File: config.mk
export PLATFORM = sky130hd
export DESIGN_NAME = complex_div
export DESIGN_NICKNAME = d
export VERILOG_FILES = /design/src/rtl/complex_div_pkg.sv /design/src/rtl/complex_div_udiv.sv /design/src/rtl/complex_div.sv
export SDC_FILE = /design/constraint.sdc
export NUM_CORES = 1
export LEC_CHECK = 0
export CAP_MARGIN = 10
export CORE_ASPECT_RATIO = 0.9
export CORE_MARGIN = 4
export CORE_UTILIZATION = 35
export CTS_CLUSTER_DIAMETER = 40
export DETAILED_ROUTE_END_ITERATION = 7
export GPL_TIMING_DRIVEN = 0
export PLACE_DENSITY = 0.53
export SLEW_MARGIN = 20
export SYNTH_ARGS = -nofsm -noshare
export SYNTH_HDL_FRONTEND = slang
export SYNTH_SLANG_ARGS = --single-unit
File: constraint.sdc
create_clock -name clk -period 7.66 [get_ports clk]
set_input_delay 1.532 -clock clk [delete_from_list [all_inputs] [get_ports clk]]
set_output_delay 1.532 -clock clk [all_outputs]
set_load 0.1 [all_outputs]
File: src/rtl/complex_div_pkg.sv
// Shared state encoding, default part width and field helpers for the complex divider.
// Operands pack the real part in the upper half and the imaginary part in the lower half.
package complex_pkg;

   typedef enum logic [1:0] {IDLE, PREP, DIV, FIX} state_t;

   localparam int M_DEF  = 8;
   localparam int PART_W = M_DEF;
   localparam int NUM_W  = 2*M_DEF + 1;
   localparam int DEN_W  = 2*M_DEF;

   function automatic logic signed [PART_W-1:0] cx(input logic [2*PART_W-1:0] v);
      return v[2*PART_W-1:PART_W];
   endfunction

   function automatic logic signed [PART_W-1:0] cy(input logic [2*PART_W-1:0] v);
      return v[PART_W-1:0];
   endfunction

endpackage

File: src/rtl/complex_div_udiv.sv
// Restoring unsigned divider: one quotient bit per cycle, W cycles after start_i.
// A zero divisor still runs to completion; the caller discards that result.
module udiv_seq #(
   parameter int W = 16
) (
   input  logic         clk,
   input  logic         rst_n,
   input  logic         start_i,
   input  logic [W-1:0] dividend_i,
   input  logic [W-1:0] divisor_i,
   output logic         ready_o,
   output logic [W-1:0] quot_o,
   output logic [W-1:0] rem_o
);
   localparam int CW = $clog2(W + 1);

   logic [W-1:0]  quot_q, quot_d, rem_q, rem_d, div_q, div_d;
   logic [CW-1:0] cnt_q, cnt_d;
   logic          busy_q, busy_d, ready_q, ready_d;
   logic [W:0]    shifted, trial;

   always_comb begin
      quot_d  = quot_q;
      rem_d   = rem_q;
      div_d   = div_q;
      cnt_d   = cnt_q;
      busy_d  = busy_q;
      ready_d = ready_q;
      shifted = {rem_q, quot_q[W-1]};
      // Borrow out of the trial subtraction means the shifted remainder is below the divisor.
      trial   = shifted - {1'b0, div_q};
      if (start_i) begin
         quot_d  = dividend_i;
         rem_d   = '0;
         div_d   = divisor_i;
         cnt_d   = '0;
         busy_d  = 1'b1;
         ready_d = 1'b0;
      end else if (busy_q) begin
         if (!trial[W]) begin
            rem_d  = trial[W-1:0];
            quot_d = {quot_q[W-2:0], 1'b1};
         end else begin
            rem_d  = shifted[W-1:0];
            quot_d = {quot_q[W-2:0], 1'b0};
         end
         cnt_d = cnt_q + CW'(1);
         if (cnt_q == CW'(W-1)) begin
            busy_d  = 1'b0;
            ready_d = 1'b1;
         end
      end
   end

   always_ff @(posedge clk or negedge rst_n) begin
      if (!rst_n) begin
         cnt_q   <= '0;
         busy_q  <= 1'b0;
         ready_q <= 1'b0;
      end else begin
         cnt_q   <= cnt_d;
         busy_q  <= busy_d;
         ready_q <= ready_d;
      end
   end

   always_ff @(posedge clk) begin
      quot_q <= quot_d;
      rem_q  <= rem_d;
      div_q  <= div_d;
   end

   assign ready_o = ready_q;
   assign quot_o  = quot_q;
   assign rem_o   = rem_q;

endmodule

File: src/rtl/complex_div.sv
// Sequential complex divider c = a / b with truncation toward zero, divide-by-zero and
// overflow flags; fixed latency of 2M+2 cycles from the accepting edge to ready.
module complex_div
   import complex_pkg::*;
#(
   parameter int M = M_DEF
) (
   input  logic           clk,
   input  logic           rst,
   input  logic [2*M-1:0] a,
   input  logic [2*M-1:0] b,
   input  logic           start,
   output logic           ready,
   output logic [2*M-1:0] c,
   output logic           dz,
   output logic           ovf
);
   localparam int W  = 2*M;
   localparam int NW = 2*M + 1;
   localparam int CW = $clog2(W + 1);

   state_t               state_q, state_d;
   logic [W-1:0]         a_q, b_q;
   logic                 sx_q, sy_q, zero_q;
   logic [CW-1:0]        cnt_q, cnt_d;
   logic                 ready_q, ready_d, dz_q, dz_d, ovf_q, ovf_d;
   logic [W-1:0]         c_q, c_d;
   logic                 latch_ops, div_go, load_res;
   logic signed [NW-1:0] ax, ay, bx, by, num_x, num_y, sq_x, sq_y;
   logic [W-1:0]         mag_x, mag_y, den;
   logic [W-1:0]         q_x, q_y, r_x, r_y;
   logic                 rdy_x, rdy_y;
   logic                 unused_rem;

   function automatic logic signed [NW-1:0] sext(input logic [M-1:0] v);
      return {{(NW-M){v[M-1]}}, v};
   endfunction

   function automatic logic signed [NW-1:0] apply_sign(input logic neg, input logic [W-1:0] mag);
      logic signed [NW-1:0] m;
      m = {1'b0, mag};
      return neg ? -m : m;
   endfunction

   // A value fits M signed bits only when bits NW-1..M-1 all equal the sign bit.
   function automatic logic out_of_range(input logic signed [NW-1:0] v);
      return !((&v[NW-1:M-1]) || !(|v[NW-1:M-1]));
   endfunction

   assign ax    = sext(a_q[W-1:M]);
   assign ay    = sext(a_q[M-1:0]);
   assign bx    = sext(b_q[W-1:M]);
   assign by    = sext(b_q[M-1:0]);
   assign num_x = ax*bx + ay*by;
   assign num_y = ay*bx - ax*by;
   assign den   = W'(bx*bx + by*by);
   assign mag_x = num_x[NW-1] ? W'(-num_x) : W'(num_x);
   assign mag_y = num_y[NW-1] ? W'(-num_y) : W'(num_y);
   assign sq_x  = apply_sign(sx_q, q_x);
   assign sq_y  = apply_sign(sy_q, q_y);

   always_ff @(posedge clk or negedge rst) begin
      if (!rst) state_q <= IDLE;
      else      state_q <= state_d;
   end

   always_comb begin
      state_d = state_q;
      case (state_q)
         IDLE:    if (start) state_d = PREP;
         PREP:    state_d = DIV;
         DIV:     if (cnt_q == CW'(W-1)) state_d = FIX;
         FIX:     state_d = IDLE;
         default: state_d = IDLE;
      endcase
   end

   always_comb begin
      latch_ops = (state_q == IDLE) && start;
      div_go    = (state_q == PREP);
      load_res  = (state_q == FIX) && rdy_x && rdy_y;
   end

   always_comb begin
      cnt_d   = cnt_q;
      ready_d = ready_q;
      c_d     = c_q;
      dz_d    = dz_q;
      ovf_d   = ovf_q;
      if (latch_ops) ready_d = 1'b0;
      if (div_go)                cnt_d = '0;
      else if (state_q == DIV)   cnt_d = cnt_q + CW'(1);
      if (load_res) begin
         ready_d = 1'b1;
         dz_d    = zero_q;
         c_d     = zero_q ? '0 : {sq_x[M-1:0], sq_y[M-1:0]};
         ovf_d   = !zero_q && (out_of_range(sq_x) || out_of_range(sq_y));
      end
   end

   // Control and result registers
   always_ff @(posedge clk or negedge rst) begin
      if (!rst) begin
         cnt_q   <= '0;
         ready_q <= 1'b0;
         c_q     <= '0;
         dz_q    <= 1'b0;
         ovf_q   <= 1'b0;
         sx_q    <= 1'b0;
         sy_q    <= 1'b0;
         zero_q  <= 1'b0;
      end else begin
         cnt_q   <= cnt_d;
         ready_q <= ready_d;
         c_q     <= c_d;
         dz_q    <= dz_d;
         ovf_q   <= ovf_d;
         if (div_go) begin
            sx_q   <= num_x[NW-1];
            sy_q   <= num_y[NW-1];
            zero_q <= (den == '0);
         end
      end
   end

   always_ff @(posedge clk) begin
      if (latch_ops) begin
         a_q <= a;
         b_q <= b;
      end
   end

   udiv_seq #(.W(W)) u_div_x (
      .clk       (clk),
      .rst_n     (rst),
      .start_i   (div_go),
      .dividend_i(mag_x),
      .divisor_i (den),
      .ready_o   (rdy_x),
      .quot_o    (q_x),
      .rem_o     (r_x)
   );

   udiv_seq #(.W(W)) u_div_y (
      .clk       (clk),
      .rst_n     (rst),
      .start_i   (div_go),
      .dividend_i(mag_y),
      .divisor_i (den),
      .ready_o   (rdy_y),
      .quot_o    (q_y),
      .rem_o     (r_y)
   );

   assign unused_rem = ^{r_x, r_y};

   assign ready = ready_q;
   assign c     = c_q;
   assign dz    = dz_q;
   assign ovf   = ovf_q;

endmodule
Word-level counts from Yosys, hierarchy flattened:

Index checks and enable logic that the tools add are counted.

* output and inout port bits: 19
* word-level logic and storage cells: 111
* flip-flop bits (word level): 155

* mux-type cells: 36
* $mul: 6
* eq/ne operators: 8
* add/sub/neg operators: 12
* reduce and logical (&&, ||, !) cells: 27

Operators by type and width (number)
* $mux W16: 9
* $mul A8 B8 Y16: 6
* $mux W17: 2
* $neg A16 Y17: 2
* $sub A17 B16 Y17: 2
* $neg A16 Y16: 2
* $mux W5: 6
* $reduce_and A10 Y1: 2
* $reduce_or A10 Y1: 2
* $add A16 B16 Y17: 1
* $sub A16 B16 Y17: 1
* $add A16 B16 Y16: 1
* $logic_not A16 Y1: 1
* $mux W1: 16
* $add A5 B1 Y5 const B: 3
* $eq A5 B4 Y1 const B: 3
* $reduce_bool A2 Y1: 6
* $pmux W2 S4: 1
* $reduce_and A2 Y1: 3
* $logic_not A1 Y1: 5
* $eq A2 B2 Y1 const B: 2
* $logic_and A1 B1 Y1: 4
* $mux W2: 2
* $ne A2 B2 Y1 const B: 2
* 3 further kinds: 5

Longest topological paths before layout:

* depth after elaboration: 8
* gate-level depth with buffers: 26
* depth with buffers taken out: 23

By module:

Synthesis repeated with hierarchy kept, for this count alone.

* cells, all modules: 2600
* area total of the unflattened synthesis: 25019.0 sq um

Modules (own cells, without submodules)
* complex_div: area each 19070.8 sq um, cells an instance 2048, sequential area each 1686.6 sq um, times used 1
* udiv_seq: area each 2974.1 sq um, cells an instance 276, sequential area each 1456.4 sq um, times used 2

Least setup slack after synthesis:

OpenSTA, ideal clock, no wires.

* kind: register -> register
* start point: reg b_q[1]
* end point: reg u_div_x.quot_q[15], in the netlist u_div_x.quot_o[15] (data pin)
* period minus slack after synthesis: 6.495 ns
* cell stages (with the launch flop): 20
* path buffers: 1
* data arrival time: 6.234 ns
* setup slack: 1.165 ns
* cells stage by stage: edfxtp_1 clkbuf_1 and2_1 fa_1 fa_1 fa_1 fa_1 fa_1 inv_1 fa_1 inv_1 ha_1 or3_1 o22ai_1 nor3_1 a311oi_1 o31ai_1 or2_2 o2111a_1 a221o_1

* longest elaborated chain between the ends: 5

Ends and longest elaborated chain
* from (decl): RTL line complex_div.sv:23 `logic [W-1:0] a_q, b_q;`
* from (signal assigned): RTL line complex_div.sv:129 `b_q <= b;`
* $mul A8 B8 Y16 (*): RTL line complex_div.sv:54 `assign num_x = ax*bx + ay*by;`
* $add A16 B16 Y17 (*): RTL line complex_div.sv:54
* $neg A16 Y16: RTL line complex_div.sv:57 `assign mag_x = num_x[NW-1] ? W'(-num_x) : W'(num_x);`
* $mux W16 (*): RTL line complex_div.sv:57
* $mux W16 (*): RTL line complex_div_udiv.sv:32 `if (start_i) begin`
* net u_div_x.quot_d[15]: RTL line complex_div_udiv.sv:17 `logic [W-1:0] quot_q, quot_d, rem_q, rem_d, div_q, div_d;`
* to (signal assigned): RTL line complex_div_udiv.sv:68 `quot_q <= quot_d;`
* to (decl): RTL line complex_div_udiv.sv:17

The timed path passes the listed nets; every way through them passes the cells marked *.
A chain may end at the register's enable or synchronous reset.

Final worst setup path:

* start point: reg b_q[7]
* end point: reg u_div_x.quot_q[15], in the netlist u_div_x.quot_o[15] (data pin)

Same word-level chain as after synthesis.

==> flow_summary.ini <==
[routing]
drt_pass1_iterations = 5
drc = 0
drt_iter0_drc = 1212
drt-wirelength-per-cell_microns = 17.7
drtAntennaViolNets = 0
dr_total_vias = 18200
wl_microns = 65300
drt-vias-per-instance = 4.94

[synthesis]
yosysTopAreaCell = fa_1
syn_inst = 2650
yosys-top-cells-count = inv_1, fa_1, ha_1, nor2_1, and2_1
yosysWarningCount = 0
synth-simple-area-share_pct = 14.9
synthXorXnorAreaFrac_pct = 4.89
ys_top_cells_by_area = fa_1, ha_1, edfxtp_1
synthFlopType = edfxtp_1
syn_area_sq_um = 24700
yosysSeqAreaShare_pct = 16.7
yosysMostFrequentCell = inv_1
synth_top_cell_area_share_pct = 32.2
synth_fa_ha_area_share_pct = 42.9
synth_edf_count = 80
synth_seq_cells = 155
async_reset_ff_share_pct = 27.7
synthesis.nets = 3294
synth_top_family_by_area = adder cells
ys_types = 78
synth_compound_area_share_pct = 9.22
yosys-mux-area-fraction_pct = 1.67
avgSynthCellArea_sq_um = 9.33

[worst_setup_path]
r2r-start = b_q[7]$_DFFE_PP_
crit_chain = clkinvlp_4 -> clkbuf_2 -> nor2_1 -> fa_1 -> fa_1 -> fa_1 -> fa_1 -> fa_1 -> inv_1 -> fa_1 -> inv_1 -> ha_1 -> or3_1 -> o22ai_1 -> nor3_1 -> a311oi_1 -> o31ai_1 -> or2_2 -> o2111a_1 -> a221o_1
worst_ep_required_time_ps = 7900
crit_family = adder cells
cp_slowest_cell = fa_1
rr_endpoint = u_div_x.quot_o[15]$_DFFE_PP_
worst-setup-path-type = reg -> reg
crit_cells = 20
worst-path-buf-inv = 4
worst_path_largest_cell_delay_ps = 540
path_common_cell = fa_1
cp-end-kind = flip-flop
r2r_cells = 20
path_max_fanout = 11
arrival_ps = 7610
reg2reg_setup_slack_ps = 290
crit_path_start_kind = flip-flop

[min_path]
worstHoldPathType = reg -> reg
worstHoldEndpoint = c[1]$_DFFE_PN0P_
worstHoldStart = c[1]$_DFFE_PN0P_
min_path_cells = 2

[die]
die-width_microns = 288
floorplan.initialDensity_pct = 35.3
core_sq_um = 70000
dieArea_sq_um = 75000
row_count = 92
io_pins = 54
die_h_microns = 260

[placement]
dp_hpwl_microns = 52200
dpl-instance-area_sq_um = 26500
finalWeightedCongestion = 0.878
io_buffers = 53

[global_routing]
grt_max_degree = 34
grt_overflow = 0
grt_pass1_wl_microns = 106000
track_usage_pct = 18.2
grt_pass1_vias = 19200
antenna_found_initial = 1

[clock_network]
cts_hold_buf = 0
cts_max_path_buffers = 2
root_buffer = clkbuf_16
clk_pin_slew_ps = 90
cts_tree = yes
cts_max_level = 4
clock-sinks = 155
cts_buffers = 17
clock_latency_ps = 500

[cells_and_area]
fin_nets = 3381
fin_util_pct = 39.0
fillers = 7092
stdcell_area_sq_um = 27300
diodes = 0
syn2layout_area_growth_pct = 10.2
drive_gt1_share_pct = 4.40

[status]
outcome = finished, final reports clean

[sta]
skew_ps = 27.5
rsz0062_at_grt = true
fin_crit_sh_pct = 96.2
fin_hold_ws_ps = 476
max_clock_freq_ghz = 0.136
hold_violations = 0
final_max_slew_viol_count = 0
period_minus_slack_ps = 7370
setup_tns_ps = 0
setup_viol = 0
max-slew-margin-rel_pct = 33.8
worst_slew_pin_slew_ps = 990

[run]
cap_violations = 0
-- cell families (layout without fill, tap and decap cells) --
kind of cell    count (synthesis)  count (layout)
buf+inv                       643             743
mux                            40              40
fa+ha+maj                     609             609
xor+xnor                      138             138
simple gates                  729             729
compound gates                336             336
flops                         155             155
-- tightest hold or removal path, stage by stage, from the launching register on --
cell,delay (ps)
dfrtp_1,340
nand2_1,50
o31ai_1,50
-- metal layers --
| metal | global-route usage (%) | share of wire [%] | vias to the layer above |
|---|---|---|---|
| met5 | 0 | 0 | - |
| met3 | 3.85 | 6.3 | 71 |
| met1 | 26.1 | 47 | 9095 |
| met2 | 28.3 | 45 | 473 |
| li1 | - | - | 8598 |
| met4 | 4.39 | 1.9 | 0 |
-- cells in the final DEF, fill, tap and decap left out, drive strengths merged, types with 12 or more instances in the layout --
cell and count:
dfrtp 43, mux2i 30, xnor2 86, nor2b 21, or3 23, ha 211, nor3 35, xor2 52
o21a 19, a21oi 69, nor2 178, clkdlybuf4s50 52, fa 398, inv 545, o31ai 28, nor4 14
or4 13, or2 12, nand2b 26, and2 177, clkbuf 105, dfxtp 32, nand3 25, edfxtp 80
nand2 173, a21o 12, buf 33, o21ai 71, a211oi 43, o22ai 13
-- area by class of cell --
| type | count | area, sq um | area share (%) |
|---|---|---|---|
| plain buffers | 99 | 429 | 1.57 |
| repair buffers | 70 | 666 | 2.44 |
| inverters | 542 | 2040 | 7.48 |
| well taps | 940 | 1180 | 4.31 |
| clock inverters | 11 | 121 | 0.445 |
| flip-flops and latches | 155 | 4120 | 15.1 |
| clock buffers | 21 | 503 | 1.84 |
| multi-input cells | 1852 | 18200 | 66.8 |
-- worst max path at each step --
stage / endpoint / start
after floorplan: u_div_x.quot_o[15]$_DFFE_PP_ / b_q[1]$_DFFE_PP_
after global placement: u_div_x.quot_o[11]$_DFFE_PP_ / b_q[2]$_DFFE_PP_
after detailed placement: u_div_y.quot_o[9]$_DFFE_PP_ / b_q[11]$_DFFE_PP_
after CTS: u_div_x.quot_o[5]$_DFFE_PP_ / b_q[13]$_DFFE_PP_
after global routing: zero_q$_DFFE_PN0P_ / b_q[0]$_DFFE_PP_
final: u_div_x.quot_o[15]$_DFFE_PP_ / b_q[7]$_DFFE_PP_
-- flip-flops by register name, summed over array words and instances (netlist names), 2 cells and up --
| register | flops |
|---|---|
| u_div_x.cnt_q | 5 |
| a_q | 16 |
| u_div_y.quot_o | 16 |
| u_div_x.rem_o | 16 |
| u_div_y.cnt_q | 5 |
| u_div_x.quot_o | 16 |
| state_q | 2 |
| u_div_x.div_q | 16 |
| c | 16 |
| b_q | 16 |
| u_div_y.rem_o | 16 |
| cnt_q | 5 |
-- metrics by stage --
step,setup slack [ps],instances
after detailed placement,-336,3644
after floorplan,1170,2650
after CTS,12.4,3676
after global routing,-8.41,3690
final,290,3690
after global placement,-212,3643
-- timing repair --
item	4_1_cts	5_1_grt
setup buffers	0	16
pin swaps	0	1
resized for setup	17	38
endpoints found under the setup margin	31	30
Power is left out: the tool's default activity adds up to more than one toggle a clock period on the data nets, which glitch-free logic cannot reach.
